**src/rtl/sram_arb_mmu.sv**
```systemverilog
// Round-robin arbiter sharing one single-port SRAM among NCH requesters, one transfer per cycle.
// Optional MIPS kseg0/kseg1 address mapping enabled by defining SRAM_ARB_MMU_MAP_EN.
module sram_arb_mmu #(
    parameter int unsigned NCH = 2,
    parameter int unsigned DW  = 32
) (
    input  logic              clk,
    input  logic              rst,
    input  logic [NCH-1:0]    req_valid,
    output logic [NCH-1:0]    req_ready,
    input  logic [4*NCH-1:0]  req_wen,
    input  logic [32*NCH-1:0] req_addr,
    input  logic [DW*NCH-1:0] req_wdata,
    output logic [NCH-1:0]    rsp_valid,
    output logic [DW-1:0]     rsp_rdata,
    output logic              sram_en,
    output logic [3:0]        sram_wen,
    output logic [31:0]       sram_addr,
    output logic [DW-1:0]     sram_wdata,
    input  logic [DW-1:0]     sram_rdata
);

    localparam int unsigned IW = (NCH > 1) ? $clog2(NCH) : 1;

    logic [IW-1:0] ptr_q, ptr_d;
    logic [IW-1:0] gnt_idx, cand;
    logic          gnt;
    logic [31:0]   va;

    logic          pend_valid_q;
    logic          pend_read_q;
    logic [IW-1:0] pend_ch_q;

    // First requesting channel at or above ptr, wrapping around.
    always_comb begin
        gnt     = 1'b0;
        gnt_idx = '0;
        cand    = '0;
        for (int k = 0; k < NCH; k++) begin
            cand = IW'((int'(ptr_q) + k) % NCH);
            if (!gnt && !rst && req_valid[cand]) begin
                gnt     = 1'b1;
                gnt_idx = cand;
            end
        end
    end

    always_comb begin
        req_ready = '0;
        if (gnt) begin
            req_ready[gnt_idx] = 1'b1;
        end
    end

    always_comb begin
        sram_en    = gnt;
        sram_wen   = '0;
        va         = '0;
        sram_wdata = '0;
        if (gnt) begin
            sram_wen   = req_wen[4*gnt_idx +: 4];
            va         = req_addr[32*gnt_idx +: 32];
            sram_wdata = req_wdata[DW*gnt_idx +: DW];
        end
    end

`ifdef SRAM_ARB_MMU_MAP_EN
    // va[31:30] == 2'b10 covers both kseg0 (100) and kseg1 (101).
    assign sram_addr = (va[31:30] == 2'b10) ? {3'b000, va[28:0]} : va;
`else
    assign sram_addr = va;
`endif

    assign ptr_d = gnt ? IW'((int'(gnt_idx) + 1) % NCH) : ptr_q;

    always_ff @(posedge clk or posedge rst) begin
        if (rst) begin
            ptr_q        <= '0;
            pend_valid_q <= 1'b0;
            pend_read_q  <= 1'b0;
            pend_ch_q    <= '0;
        end else begin
            ptr_q        <= ptr_d;
            pend_valid_q <= gnt;
            if (gnt) begin
                pend_ch_q   <= gnt_idx;
                pend_read_q <= (sram_wen == 4'b0000);
            end
        end
    end

    always_comb begin
        rsp_valid = '0;
        rsp_rdata = '0;
        if (pend_valid_q && !rst) begin
            rsp_valid[pend_ch_q] = 1'b1;
            if (pend_read_q) begin
                rsp_rdata = sram_rdata;
            end
        end
    end

endmodule

```
**config.mk**
```make
export PLATFORM = sky130hd
export DESIGN_NAME = sram_arb_mmu
export DESIGN_NICKNAME = d
export VERILOG_FILES = /design/src/rtl/sram_arb_mmu.sv
export SDC_FILE = /design/constraint.sdc
export NUM_CORES = 1
export LEC_CHECK = 0
export ABC_AREA = 1
export CORE_AREA = 2 2 107 109
export CTS_CLUSTER_SIZE = 25
export DETAILED_ROUTE_END_ITERATION = 8
export DIE_AREA = 0 0 109 111
export PLACE_DENSITY = 0.62
export SLEW_MARGIN = 20
export SYNTH_ARGS = -nofsm -noshare
export SYNTH_HDL_FRONTEND = slang
export SYNTH_SLANG_ARGS = --single-unit
```
**constraint.sdc**
```tcl
create_clock -name clk -period 1.52 [get_ports clk]
set_input_delay 0.304 -clock clk [delete_from_list [all_inputs] [get_ports clk]]
set_output_delay 0.304 -clock clk [all_outputs]
set_load 0.01 [all_outputs]
```
* Word level (Yosys, flattened, before mapping)
Cells that the tools add are included. Widths: inputs -> output; s select.
Operators by class: muxes and demuxes 19, magnitude comparators 6, shift-type cells 3, $add $sub $neg 2, reductions and logical operators 9
Operator list (count):
- $mux 32 | 4
- $shiftx 64x7->32 | 2
- $mux 1 | 10
- $lt 1x2->1 const B | 4
- $shiftx 8x4->4 | 1
- $logic_and 1x1->1 | 6
- $logic_not 4->1 | 1
- $mux 2 | 2
- $mux 4 | 1
- $add 1x1->1 const B | 2
- $demux 1 s1 | 2
- $ge 1x1->1 const B | 2
- $logic_not 1->1 | 2
Storage, ports and cells: register bits after elaboration 4, output and inout bits 105

* Longest topological paths before layout
Gate-level depths: netlist (run 1).
word-level depth 13, gate-level depth with buffers 10

* Worst setup path after synthesis (run 1)
Ideal clock, no wire load.
path kind reg2out, start register ptr_q, end output sram_addr[13], arrival 1.204 ns, setup slack 0.012 ns, cell stages (with the launch flop) 8, cell sequence dfrtp_1 -> inv_1 -> nand2_1 -> nand3_1 -> inv_2 -> buf_2 -> buf_2 -> a22o_1
Between the ends: word-level cells in the longest chain between the ends 10
Ends and longest elaborated chain:
- start: declaration | RTL line 25 | logic [IW-1:0] ptr_q, ptr_d;
- start signal: assignment | RTL line 83 | ptr_q <= ptr_d;
- $mux 1 (implied by the code) (2 in a row) | RTL line 41 | if (!gnt && !rst && req_valid[cand]) begin
- $logic_and 1x1->1 | RTL line 41
- $mux 1 | RTL line 41
- $logic_not 1->1 | RTL line 41
- $logic_and 1x1->1 (2 in a row) | RTL line 41
- $mux 1 | RTL line 41
- $shiftx 64x7->32 | RTL line 62 | va = req_addr[32*gnt_idx +: 32];
- $mux 32 * | RTL line 60 | if (gnt) begin
- end: declaration | RTL line 18 | output logic [31:0] sram_addr,
Every way passes the cells marked *; elsewhere a longest branch is shown, timed or not. The select of a mux whose other input is x is not followed.

* Worst setup path in the final report (run 1)
start register ptr_q, end output sram_wdata[6]
Between the ends: word-level cells in the longest chain between the ends 10
Ends and longest elaborated chain:
- $mux 1 (implied by the code) (2 in a row) | RTL line 41
- $logic_and 1x1->1 | RTL line 41
- $mux 1 | RTL line 41
- $logic_not 1->1 | RTL line 41
- $logic_and 1x1->1 (2 in a row) | RTL line 41
- $mux 1 | RTL line 41
- $shiftx 64x7->32 | RTL line 63 | sram_wdata = req_wdata[DW*gnt_idx +: DW];
- $mux 32 * | RTL line 60
- end: declaration | RTL line 19 | output logic [DW-1:0] sram_wdata,
Marks and branches as above.

==> results of run 1 <==
## cell usage in the layout (no fill, tap or decap)
cell               n
buf_6             11
clkbuf_2           1
nor2_2             1
inv_1              3
nand3_2            1
clkdlybuf4s50_1  168
nand2_4            3
dlygate4sd2_1      1
nand4_1            3
a22o_4             1
clkbuf_16          7
nand2_2            1
dfrtp_2            1
inv_6              1
buf_4             23
inv_2              2
buf_2             96
nor2_4             3
dfrtp_1            3
buf_8              2
buf_12             7
o21ai_0            2
nand3_4            1
nand3_1            3
nand2_8            1
buf_16             6
nand2_1           39
inv_8              1
nor2_1            34
a22o_1            63
a21oi_2            1
bufbuf_16          1
clkdlybuf4s15_2    3
## timing repair
| action | 4_1_cts | 5_1_grt |
|---|---|---|
| endpoints found under the setup margin | 106 | 87 |
| resized for setup | 449 | 28 |
| pin swaps | 13 | 30 |
| buffers inserted | 15 | 3 |
| cloned | 8 | 4 |
## final cells by class
| type | instances | share of cell area, % |
|---|---|---|
| tap | 143 | 4.07 |
| clock buffer | 3 | 1.71 |
| sequential | 4 | 2.31 |
| inverter | 7 | 0.883 |
| multi-input combinational | 157 | 23.3 |
| timing repair buffer | 323 | 67.7 |
## routing by layer
layer  wire length, um  part of all wire (%)
met3               893                   7.9
met5                 0                     0
met2              6070                    54
met1              4180                    37
met4               156                   1.4
## sequential cells by signal, indices dropped and copies added (netlist names)
name / flops
pend_read_q: 1
ptr_q: 1
pend_valid_q: 1
pend_ch_q: 1
## critical path: stages (launching register included)
cell	delay (ns)
dfrtp_1	0.36
inv_2	0.08
nand2_4	0.07
nand3_4	0.09
inv_6	0.06
buf_8	0.14
buf_16	0.14
a22o_4	0.27
buf_6	0.12
## kinds of logic after synthesis
logic type             synth area share (%)
AOI/OAI and AO/OA                      47.4
DFF                                    8.25
and+or+nand+nor                        29.8
buffers and inverters                  14.5
## worst max path at each step
stage	startpoint	slack, ns	endpoint
3_5_place_dp	req_valid[1]	-1.0	sram_wdata[6]
2_1_floorplan	ptr_q	0.01	sram_addr[13]
3_3_place_gp	req_valid[1]	-0.98	sram_wdata[6]
5_1_grt	ptr_q	-0.39	sram_wdata[2]
6_report	ptr_q	-0.34	sram_wdata[6]
4_1_cts	ptr_q	-0.33	sram_wdata[2]
## per-stage QoR
step | power (mW) | hold WS, ns
after global routing | 2.12 | 0.373
after floorplan | 0.564 | 0.0712
after global placement | 1.44 | 0.540
after detailed placement | 1.45 | 0.547
after CTS | 1.93 | 0.361
final | 2.01 | 0.353
## power breakdown
part	total, mW	internal, mW	leakage [nW]	switching [mW]
logic	1.46	0.904	2.00	0.556
clock network	0.408	0.336	0.0370	0.0719
registers	0.139	0.121	0.0480	0.0184
total	2.01	1.36	2.09	0.646
==> impl_metrics.tcl, run 1 <==
set metrics [dict create \
    place_area_um2 4190 \
    syn_inst 189 \
    die_area_um2 12100 \
    syn_avg_cell_area_um2 6.42 \
    fmax_mhz 538 \
    clock-root-buffer "clkbuf_16" \
    synth_top_area_share_pct 46.2 \
    cts-buffers-inserted 3 \
    core_um2 11100 \
    synth_edf_count 0 \
    initial_core_util_pct 11.0 \
    use_met1_pct 17.4 \
    fin_crit_ns 1.86 \
    globalplace.congestion 0.805 \
    ys_seq_area_share_pct 8.25 \
    use_met2_pct 31.6 \
    slew_headroom_pct 87.1 \
    synth-seq-cells 4 \
    postRouteAntennaNets 0 \
    n_antenna_cell 0 \
    async_flop_share_pct 100 \
    drt_wl_total_mm 11.3 \
    busiest_layer "met2" \
    fin_ws_ns -0.339 \
    clkSinkCount 4 \
    cp-end-kind "output pin" \
    syn_to_final_growth_pct 262 \
    powerDensity_nw_per_um2 457 \
    path_clk_slew_ns 0.03 \
    ys_warn_count 0 \
    h-tree-depth 1 \
    finalNonFillerCells 637 \
    rsz0062_at_grt "true" \
    die_y_um 111 \
    violations "negative setup slack" \
    wl_per_cell_um 17.7 \
    cts.path.max_buffers 2 \
    setup_viol 71 \
    io_pins 277 \
    fin_skew_ns 0.000252 \
    p_leak_nw 2.09 \
    min_path_type "in2async" \
    period_share_pct 122 \
    critPathLaunchType "flop" \
    synth.top_cells.by_count "a22o_1 (64), nand2_1 (43), nor2_1 (37)" \
    reg2reg_slack_ns -0.04 \
    cts_tree "built" \
    reg2regPathDepth 12 \
    synth.top_cells.by_area "a22o_1 (46%), nand2_1 (13%), nor2_1 (11%)" \
    postLayoutCellArea_um2 4390 \
    globalRoute.totalOverflow 0 \
    final_net_count 668 \
    drive_gt1_share_pct 35.4 \
    worstMarginPinSlew_ns 0.193 \
    r2r_end "pend_read_q" \
    synth_top_area_cell "a22o_1" \
    slew_viol_final 0 \
    vdd_drop_max_v 0.000368 \
    grt_pass1_vias 2644 \
    worstPathRequired_ns 1.22 \
    hold_buffers 0 \
    fillCellCount 1142 \
    reg2reg_from "ptr_q" \
    final_core_util_pct 39.6 \
    dp_slack_ns -0.996 \
    multi_input_area_um2 1020 \
    drt_pass1_iterations 4 \
    grt_usage_pct 16.2 \
    dp_cells 605 \
    grt_antenna_before_repair 0 \
    cp.arrival_ns 1.55 \
    synth.most_common_cell "a22o_1" \
    status "finished with violations" \
    fin_tns_setup_ns -16.67 \
    synth_fp_nets 361 \
    vias 2663 \
    drt_iter0_drc 105 \
    place_hpwl_mm 7.86 \
    die_x_um 109 \
    clk_latency_ns 0.22 \
    syn_area_um2 1210 \
    yosys_most_used_dff "dfrtp_1" \
    grt_pass1_wl_mm 15.2 \
    io_buffers 276 \
    rows 39 \
    path_class "reg2out" \
    grt_max_degree 34 \
    synth_cell_types 16 \
    final-hold-violation-count 0 \
    drv_cap 0 \
    viasPerCell 4.18 \
    critical_path.max_fanout 7 \
    layout.area.seq_um2 101 \
    met3_usage_pct 3.29 \
    drc 0 \
]
Note: power is estimated with default switching activity, not from simulation.
==> run 2: changes to the inputs <==
==> constraint.sdc (replaced) <==
create_clock -name clk -period 1.52 [get_ports clk]
set_input_delay 0.228 -clock clk [delete_from_list [all_inputs] [get_ports clk]]
set_output_delay 0.228 -clock clk [all_outputs]
set_load 0.01 [all_outputs]
==> run 2 against run 1 <==
  * The flow still finishes with violations (negative setup slack)
  * Wire length up 0.36%
  * Combinational power about the same
  * Largest power group unchanged
  * Sequential share of layout area down 0.072 points
  * Critical path depth up 1
==> impl_metrics.tcl, run 2 (synthesis results as in run 1) <==
set metrics [dict create \
    p_leak_nw 2.12 \
    viasPerCell 4.29 \
    worstPathRequired_ns 1.29 \
    cts-buffers-inserted 3 \
    final_net_count 663 \
    path_delay_family "buffers and inverters" \
    drt_pass1_iterations 4 \
    place_hpwl_mm 7.91 \
    setup_viol 67 \
    cts_tree "built" \
    vdd_drop_max_v 0.000347 \
    p_int_mw 1.36 \
    critPathLaunchType "flop" \
    drt_wl_total_mm 11.3 \
    cp-end-kind "output pin" \
    io_pins 277 \
    critical_path.max_fanout 6 \
    grt_max_degree 34 \
    drt_iter0_drc 85 \
    globalRoute.totalOverflow 0 \
    postRouteAntennaNets 0 \
    place_area_um2 4190 \
    final_core_util_pct 40.9 \
    p_clk_share_pct 20.3 \
    rsz0062_at_grt "true" \
    wl_per_cell_um 17.9 \
    fillCellCount 1122 \
    n_antenna_cell 0 \
    die_area_um2 12100 \
    crit_buf_inv 5 \
    slowest_stage "dfrtp_1" \
    core_um2 11100 \
    layout.area.seq_um2 101 \
    postLayoutCellArea_um2 4530 \
    io_buffers 276 \
    slew_headroom_pct 87.8 \
    rows 39 \
    period_share_pct 119 \
    clock-root-buffer "clkbuf_16" \
    grt_antenna_before_repair 0 \
    swShare_pct 32.0 \
    max_stage_delay_ns 0.34 \
    drc 0 \
    mostFrequentLayoutCells "clkdlybuf4s50_1 (168), buf_2 (67), a22o_1 (63)" \
    clk_latency_ns 0.22 \
    cpMostUsedCell "nand2_4" \
    violations "negative setup slack" \
    dp_cells 605 \
    finalNonFillerCells 632 \
    hold_buffers 0 \
    fmax_mhz 552 \
    grt_pass1_vias 2640 \
    clkSinkCount 4 \
    slew_viol_final 0 \
    worstMarginPinSlew_ns 0.182 \
    syn_to_final_growth_pct 274 \
    p_sw_mw 0.641 \
    cts.path.max_buffers 2 \
    initial_core_util_pct 11.0 \
    cp.arrival_ns 1.58 \
    status "finished with violations" \
    fin_crit_ns 1.81 \
    path_clk_slew_ns 0.03 \
    path_class "reg2out" \
    path_cells "inv_2 -> nand2_4 -> nand2_4 -> nand2_4 -> inv_8 -> buf_12 -> clkbuf_16 -> a22o_4 -> buf_6" \
    h-tree-depth 1 \
    final-hold-violation-count 0 \
    combPwrFrac_pct 73.0 \
    die_y_um 111 \
    powerDensity_nw_per_um2 442 \
    globalplace.congestion 0.806 \
    grt_pass1_wl_mm 15.3 \
    die_x_um 109 \
    fin_skew_ns 0.00206 \
    multi_input_area_um2 1030 \
    vias 2714 \
    drv_cap 0 \
    drive_gt1_share_pct 30.7 \
    grt_usage_pct 16.5 \
    p_seq_share_pct 6.6 \
    min_path_type "in2async" \
    final_common_cell "clkdlybuf4s50_1" \
    fin_ws_ns -0.290 \
]
-- run 2: metrics by stage --
stage          setup slack, ns  power, mW  TNS (ns)  hold slack, ns
4_1_cts                 -0.261       1.91    -11.94           0.232
6_report                -0.290       2.00    -15.05           0.232
2_1_floorplan           0.0882      0.564         0        -0.00478
3_3_place_gp            -0.832       1.44    -69.55           0.540
5_1_grt                 -0.312       2.10    -17.93           0.263
3_5_place_dp            -0.834       1.45    -71.45           0.546
-- run 2: path summary, 6_finish.rpt --
kind                                 end      start  slack [ns]  cells past startpoint
setup / recovery           sram_wdata[6]      ptr_q       -0.29                      9
hold / removal                     ptr_q        rst        0.23                      4
setup reg to reg             pend_read_q      ptr_q        0.05                     12
hold reg to reg                pend_ch_q  pend_ch_q        0.57                      2
max in group asynchronous    pend_read_q        rst        1.18                      4
min in group clk            pend_valid_q        rst        0.49                      3
-- run 2: power groups by stage --
stage,logic (mW),clock network [mW],registers (mW)
after floorplan,0.440,0,0.124
final,1.46,0.407,0.133
after CTS,1.37,0.412,0.129
after global placement,1.32,0,0.127
after global routing,1.55,0.418,0.135
after detailed placement,1.32,0,0.128
-- run 2: timing repair --
| action | 4_1_cts | 5_1_grt |
|---|---|---|
| setup endpoints to repair | 105 | 85 |
| gates resized for setup | 388 | 41 |
| buffers inserted | 8 | 6 |
| pin swaps | 11 | 14 |
| cloned | 9 | 4 |
-- run 2: per-layer routing --
layer / GRT usage, % / share of wire [%] / up-vias
li1: - / - / 1292
met1: 17.5 / 36 / 1254
met2: 32.1 / 54 / 154
met3: 3.53 / 8.7 / 14
met4: 3.59 / 1.9 / 0
met5: 0 / 0 / -
-- run 2: tightest hold or removal path, stage by stage --
cell and delay (ns):
clkdlybuf4s15_2 0.21, inv_2 0.09, buf_6 0.11, buf_4 0.13
-- run 2: cell type report --
class | count | share of cell area [%]
Clock buffer | 3 | 1.66
Timing Repair Buffer | 318 | 68.5
Multi-Input combinational cell | 157 | 22.7
Inverter | 7 | 0.911
Sequential cell | 4 | 2.24
Tap cell | 143 | 3.95
